**src/rtl/svi_sdram_arbiter.sv**
```systemverilog
// svi_sdram_arbiter: shares the single byte-wide SDRAM command port between
// HPS download writes, Z80 RAM accesses and cassette-image reads.
//
// Optional feature macro: SVI_CAS_SDRAM_EN
//   defined     -> CAS read port is live, with CPU-starvation protection
//   not defined -> CAS port inert (cas_dout/cas_valid tied low), DL > CPU only
//
// Ports:
//   clk_sys, reset_n          system clock, async active-low reset
//   dl_wr/dl_addr/dl_data     download write strobe, address, byte
//   dl_wait                   download back-pressure (pending write)
//   cpu_rd/cpu_we/cpu_addr/cpu_din   Z80 RAM access levels, address, data
//   cpu_dout, cpu_wait        read data register, Z80 wait line
//   cas_rd/cas_addr           CAS image read strobe and address
//   cas_dout, cas_valid       CAS read data and its one-cycle update pulse
//   mem_addr/mem_din/mem_rd/mem_we   SDRAM controller command
//   mem_ack/mem_dout          SDRAM controller completion and read data
module svi_sdram_arbiter #(
  parameter logic [24:0] CAS_BASE   = 25'h0100000,
  parameter int unsigned STARVE_MAX = 8
) (
  input  logic        clk_sys,
  input  logic        reset_n,
  input  logic        dl_wr,
  input  logic [17:0] dl_addr,
  input  logic [7:0]  dl_data,
  output logic        dl_wait,
  input  logic        cpu_rd,
  input  logic        cpu_we,
  input  logic [17:0] cpu_addr,
  input  logic [7:0]  cpu_din,
  output logic [7:0]  cpu_dout,
  output logic        cpu_wait,
  input  logic        cas_rd,
  input  logic [17:0] cas_addr,
  output logic [7:0]  cas_dout,
  output logic        cas_valid,
  output logic [24:0] mem_addr,
  output logic [7:0]  mem_din,
  output logic        mem_rd,
  output logic        mem_we,
  input  logic        mem_ack,
  input  logic [7:0]  mem_dout
);

  localparam int unsigned AW = 18;
  localparam int unsigned MW = 25;
  localparam int unsigned DW = 8;
  localparam int unsigned SW = 4;

  typedef enum logic [1:0] {S_IDLE, S_ISSUE, S_WAIT} state_t;
  typedef enum logic [1:0] {OWN_DL, OWN_CPU, OWN_CAS} owner_t;

  state_t        state, state_nxt;
  owner_t        owner;
  logic          own_wr;

  logic          dl_p, cpu_p, cas_p;
  logic [AW-1:0] dl_addr_q, cpu_addr_q, cas_addr_q;
  logic [DW-1:0] dl_data_q, cpu_din_q;
  logic          cpu_wr_q;
  logic          cpu_req_q;

  logic          cpu_edge_c;
  logic          starve_hit_c;
  logic          grant_dl_c, grant_cpu_c, grant_cas_c, done_c;
  logic          clr_dl_c, clr_cpu_c, clr_cas_c;

  // Rising edge of the combined CPU strobe starts a new access
  assign cpu_edge_c = (cpu_rd | cpu_we) & ~cpu_req_q;

  assign dl_wait  = dl_p;
  assign cpu_wait = cpu_p | cpu_edge_c;

  assign clr_dl_c  = done_c & (owner == OWN_DL);
  assign clr_cpu_c = done_c & (owner == OWN_CPU);
  assign clr_cas_c = done_c & (owner == OWN_CAS);

  // State register
  always_ff @(posedge clk_sys or negedge reset_n) begin
    if (!reset_n) state <= S_IDLE;
    else          state <= state_nxt;
  end

  // Next-state logic
  always_comb begin
    state_nxt = state;
    case (state)
      S_IDLE:  if (dl_p || cpu_p || cas_p) state_nxt = S_ISSUE;
      S_ISSUE: state_nxt = S_WAIT;
      S_WAIT:  if (mem_ack) state_nxt = S_IDLE;
      default: state_nxt = S_IDLE;
    endcase
  end

  // Grant / completion decode; starved CAS may jump ahead of CPU, never DL
  always_comb begin
    grant_dl_c  = 1'b0;
    grant_cpu_c = 1'b0;
    grant_cas_c = 1'b0;
    done_c      = 1'b0;
    case (state)
      S_IDLE: begin
        if (dl_p)                      grant_dl_c  = 1'b1;
        else if (cas_p && starve_hit_c) grant_cas_c = 1'b1;
        else if (cpu_p)                grant_cpu_c = 1'b1;
        else if (cas_p)                grant_cas_c = 1'b1;
      end
      S_WAIT:  done_c = mem_ack;
      default: ;
    endcase
  end

  // Download and CPU request capture; a strobe in the completion cycle re-arms
  always_ff @(posedge clk_sys or negedge reset_n) begin
    if (!reset_n) begin
      dl_p       <= 1'b0;
      dl_addr_q  <= '0;
      dl_data_q  <= '0;
      cpu_p      <= 1'b0;
      cpu_addr_q <= '0;
      cpu_din_q  <= '0;
      cpu_wr_q   <= 1'b0;
      cpu_req_q  <= 1'b0;
    end else begin
      cpu_req_q <= cpu_rd | cpu_we;
      if (dl_wr && (!dl_p || clr_dl_c)) begin
        dl_addr_q <= dl_addr;
        dl_data_q <= dl_data;
      end
      dl_p <= dl_wr | (dl_p & ~clr_dl_c);
      if (cpu_edge_c && (!cpu_p || clr_cpu_c)) begin
        cpu_addr_q <= cpu_addr;
        cpu_din_q  <= cpu_din;
        cpu_wr_q   <= cpu_we;
      end
      cpu_p <= cpu_edge_c | (cpu_p & ~clr_cpu_c);
    end
  end

`ifdef SVI_CAS_SDRAM_EN
  logic [SW-1:0] starve_cnt;

  assign starve_hit_c = (starve_cnt == SW'(STARVE_MAX));

  // CAS request capture and starvation counter
  always_ff @(posedge clk_sys or negedge reset_n) begin
    if (!reset_n) begin
      cas_p      <= 1'b0;
      cas_addr_q <= '0;
      starve_cnt <= '0;
    end else begin
      if (cas_rd && (!cas_p || clr_cas_c)) cas_addr_q <= cas_addr;
      cas_p <= cas_rd | (cas_p & ~clr_cas_c);
      if (grant_cas_c || !cas_p)
        starve_cnt <= '0;
      else if (grant_cpu_c && !starve_hit_c)
        starve_cnt <= starve_cnt + SW'(1);
    end
  end

  // CAS read data return
  always_ff @(posedge clk_sys or negedge reset_n) begin
    if (!reset_n) begin
      cas_dout  <= '0;
      cas_valid <= 1'b0;
    end else begin
      cas_valid <= clr_cas_c;
      if (clr_cas_c) cas_dout <= mem_dout;
    end
  end
`else
  logic cas_unused;

  assign cas_p        = 1'b0;
  assign cas_addr_q   = '0;
  assign starve_hit_c = 1'b0;
  assign cas_dout     = '0;
  assign cas_valid    = 1'b0;
  assign cas_unused   = ^{cas_rd, cas_addr, SW'(STARVE_MAX)};
`endif

  // Command register: loaded on grant, pulsed in ISSUE, held through WAIT
  always_ff @(posedge clk_sys or negedge reset_n) begin
    if (!reset_n) begin
      owner    <= OWN_DL;
      own_wr   <= 1'b0;
      mem_addr <= '0;
      mem_din  <= '0;
      mem_rd   <= 1'b0;
      mem_we   <= 1'b0;
      cpu_dout <= '0;
    end else begin
      mem_rd <= 1'b0;
      mem_we <= 1'b0;
      if (grant_dl_c) begin
        owner    <= OWN_DL;
        own_wr   <= 1'b1;
        mem_addr <= MW'(dl_addr_q);
        mem_din  <= dl_data_q;
        mem_we   <= 1'b1;
      end else if (grant_cpu_c) begin
        owner    <= OWN_CPU;
        own_wr   <= cpu_wr_q;
        mem_addr <= MW'(cpu_addr_q);
        mem_din  <= cpu_din_q;
        mem_we   <= cpu_wr_q;
        mem_rd   <= ~cpu_wr_q;
      end else if (grant_cas_c) begin
        owner    <= OWN_CAS;
        own_wr   <= 1'b0;
        mem_addr <= CAS_BASE + MW'(cas_addr_q);
        mem_din  <= '0;
        mem_rd   <= 1'b1;
      end
      if (clr_cpu_c && !own_wr) cpu_dout <= mem_dout;
    end
  end

endmodule

```
**config.mk**
```make
export PLATFORM = sky130hd
export DESIGN_NAME = svi_sdram_arbiter
export DESIGN_NICKNAME = d
export VERILOG_FILES = /design/src/rtl/svi_sdram_arbiter.sv
export SDC_FILE = /design/constraint.sdc
export NUM_CORES = 1
export LEC_CHECK = 0
export BUFFER_PORTS_ARGS = -buffer_cell sky130_fd_sc_hd__buf_4
export CAP_MARGIN = 25
export CELL_PAD_IN_SITES_DETAIL_PLACEMENT = 2
export CELL_PAD_IN_SITES_GLOBAL_PLACEMENT = 2
export CORE_MARGIN = 10
export CORE_UTILIZATION = 36
export DETAILED_ROUTE_END_ITERATION = 6
export PLACE_DENSITY_LB_ADDON = 0.25
export SLEW_MARGIN = 20
export SYNTH_ARGS = -nofsm -noshare
export SYNTH_HDL_FRONTEND = slang
export SYNTH_SLANG_ARGS = --single-unit
export TNS_END_PERCENT = 30
```
**constraint.sdc**
```tcl
create_clock -name clk_sys -period 5.1 [get_ports clk_sys]
set_clock_uncertainty 0.1 [all_clocks]
set_input_delay 0.255 -clock clk_sys [delete_from_list [all_inputs] [get_ports clk_sys]]
set_output_delay 0.255 -clock clk_sys [all_outputs]
set_load 0.05 [all_outputs]
```
==> qor.yml <==
synth:
  synth_cells: 268
  synth.distinct_cells: 32
  yosysSeqAreaShare_pct: 57.8
  synth_mux_area_share_pct: 31.3
  synth.cell_area_um2: 4160
  synthXorXnorAreaFrac_pct: 0
  yosysWarnings: 0
  synth_area_per_cell_um2: 15.5
  synth_top_family_by_area: "multiplexers"
  synth-simple-area-share_pct: 3.13
  synthAdderAreaFrac_pct: 0
  synth_compound_area_share_pct: 2.26
  synth_seq_cells: 96
critical_path:
  cp.arrival_ns: 2.60
  start_kind: "flop"
  critPathMaxStageDelay_ns: 0.70
  r2r-end: "mem_addr[16]"
  crit_path_frequent_cell: "mux2_2"
  r2r_setup_slack_ns: 2.62
  crit_end: "mem_addr[16]"
  cp_slowest_cell: "nor3b_4"
  worst_setup_path_end_kind: "flop"
  critPathLaunch: "dl_wait"
  criticalPathCategory: "flop to flop"
  worstRegToRegCells: 4
  path_max_fanout: 16
  worstReg2RegStart: "dl_wait"
  path_cells: "nor3b_4, buf_4, mux2_2, mux2_2"
  required_ns: 5.22
route:
  drt-initial-drc-count: 147
  routedLengthMet1_um: 4250
  avgViaCountPerCell: 4.80
  wl_met2_um: 5160
  drc: 0
  firstDrtPassIters: 2
  dr_total_vias: 2504
  drt-total-wl_um: 10200
  routedWlPerCell_um: 19.5
  ant_nets: 0
  wl_met3_um: 684
  top_layer: "met4"
clocking:
  cts_max_path_buffers: 2
  clock-sinks: 96
  cts_tree: "yes"
  postCtsSetupBuffers: 0
  clock_latency_ns: 0.34
  h-tree-depth: 3
  clk_pin_slew_ns: 0.06
  hold_buffers: 1
  numCtsBuffers: 9
  cts-root-buf: "clkbuf_16"
  cts_resized: 0
floorplan:
  die-area_um2: 16200
  start_util_pct: 36.6
  io_pins: 139
  die_w_um: 127
  rows: 39
  core_um2: 11400
  chipHeight_um: 127
sta:
  maxSlewViolCount: 0
  slew_headroom_pct: 49.9
  max_freq_ghz: 0.404
  fin_crit_sh_pct: 48.6
  setup_viol: 0
  hold_violations: 0
  holdWs_ns: 0.0240
  tightest_slew_ns: 0.751
  rsz0062_at_grt: "no"
  fin_crit_ns: 2.48
  setup_tns_ns: 0
place:
  gp_congestion: 0.702
  placed_cells: 507
  dpl_cell_area_um2: 5020
  hpwlAfterDp_um: 7290
  portBuffers: 103
final_layout:
  final_nets: 462
  stdcell_count: 522
  final_cell_area_um2: 5300
  syn_to_final_growth_pct: 27.6
  fin_util_pct: 46.6
  drive_above_1_share_pct: 55.4
  n_antenna_cell: 0
job:
  cap_viol_max_count: 0
pwr:
  max-vdd-ir-drop_uv: 276
  p_per_area_nw_per_um2: 667
  leakagePower_nw: 2.53
grt:
  grt_pass1_vias: 2993
  grt_max_degree: 50
  grt_overflow: 0
  antenna_found_initial: 0
  grt_first_pass_wirelength_um: 16500
  grt_usage_pct: 12.9
status:
  outcome: "finished clean"
hold_path:
  min_path_type: "primary input to flop"
## routing by layer
layer	track usage, %	up-vias
met5	0	-
met4	3.82	0
met3	5.21	6
met2	21.2	73
met1	15.3	1306
li1	-	1119
## per-stage QoR
step           power, mW  setup WS [ns]
2_1_floorplan       2.51           3.07
5_1_grt             3.77           2.44
6_report            3.54           2.62
3_5_place_dp        2.98           2.58
4_1_cts             3.59           2.56
3_3_place_gp        2.89           2.53
## placed cells by master, fill, tap and decap left out, types with 2 or more instances in the layout
master,netlist,layout
mux2i_1,3,3
clkbuf_1,1,2
mux2_2,69,69
buf_4,16,106
o21ai_4,1,2
a21oi_1,2,2
dfrtp_1,96,96
nand2_1,4,4
mux2_4,15,15
o21bai_1,2,2
o21ai_0,2,2
buf_16,0,2
conb_1,1,16
mux2_1,24,24
clkbuf_16,0,9
nor2_1,3,3
clkinv_2,0,2
inv_1,5,5
## worst min path at each step
stage	startpoint	to	slack, ns	cells past startpoint
5_1_grt	dl_addr[1]	dl_addr_q[1]	0.02	2
3_5_place_dp	reset_n	cpu_dout[7]	0.22	1
2_1_floorplan	reset_n	cpu_addr_q[0]	-0.14	0
4_1_cts	cpu_rd	cpu_req_q	0.01	2
6_report	cpu_rd	cpu_req_q	0.02	2
3_3_place_gp	reset_n	cpu_dout[7]	0.22	1
## sequential cells by signal, indices dropped and copies added (netlist names)
| register | count |
|---|---|
| cpu_p | 1 |
| state | 2 |
| own_wr | 1 |
| mem_addr | 18 |
| mem_rd | 1 |
| cpu_dout | 8 |
| cpu_req_q | 1 |
| dl_data_q | 8 |
| dl_addr_q | 18 |
| mem_din | 8 |
| cpu_din_q | 8 |
| mem_we | 1 |
| cpu_addr_q | 18 |
| owner | 1 |
| dl_wait | 1 |
| cpu_wr_q | 1 |
## critical path, delay by kind of cell (launching register included)
kind / cells / cell delay, ns
buf+inv: 1 / 0.41
simple gates: 1 / 0.70
flops: 1 / 0.51
mux: 2 / 0.63
## cell families after synthesis
logic type	Yosys count
mux	111
flops	96
buf+inv	31
simple gates	18
compound gates	11
other cells	1
## power by group
part | switching, mW | internal [mW]
Combinational | 0.858 | 0.777
Clock | 0.269 | 0.321
Sequential | 0.205 | 1.11
Total | 1.33 | 2.21
## cells in the mapped netlist
| master | number | area [um2] |
|---|---|---|
| or2_2 | 1 | 6.26 |
| clkbuf_1 | 1 | 3.75 |
| o21bai_1 | 2 | 15.0 |
| nand2_1 | 4 | 15.0 |
| or2b_1 | 1 | 7.51 |
| a21boi_0 | 1 | 7.51 |
| and3_1 | 1 | 6.26 |
| mux2_1 | 24 | 270 |
| nand2b_1 | 1 | 6.26 |
| nand4b_2 | 1 | 15.0 |
| or3b_1 | 1 | 8.76 |
| mux2i_1 | 3 | 30.0 |
| o21ai_0 | 2 | 10.0 |
| mux2_4 | 15 | 225 |
| a21oi_4 | 1 | 16.3 |
| inv_1 | 5 | 18.8 |
| o21ai_2 | 1 | 8.76 |
| a311o_1 | 1 | 10.0 |
| conb_1 | 1 | 3.75 |
| and4bb_1 | 1 | 12.5 |
| nor2_1 | 3 | 11.3 |
| a21oi_1 | 2 | 10.0 |
| nand3b_1 | 1 | 7.51 |
| nor3b_2 | 1 | 12.5 |
| o21ai_4 | 1 | 16.3 |
| nor3_4 | 1 | 16.3 |
| buf_2 | 3 | 15.0 |
| dfrtp_1 | 96 | 2400 |
| nor3_1 | 1 | 5.00 |
| mux2_2 | 69 | 777 |
| buf_6 | 6 | 67.6 |
| buf_4 | 16 | 120 |
## final cells by class
| type | count | area (um2) |
|---|---|---|
| Multi-Input combinational cell | 156 | 1600 |
| Clock buffer | 11 | 233 |
| Sequential cell | 96 | 2400 |
| Clock inverter | 2 | 10.0 |
| Fill cell | 1088 | 6070 |
| Tap cell | 143 | 179 |
| Timing Repair Buffer | 109 | 861 |
| Inverter | 5 | 18.8 |
Power figures use the tool's default switching activity.
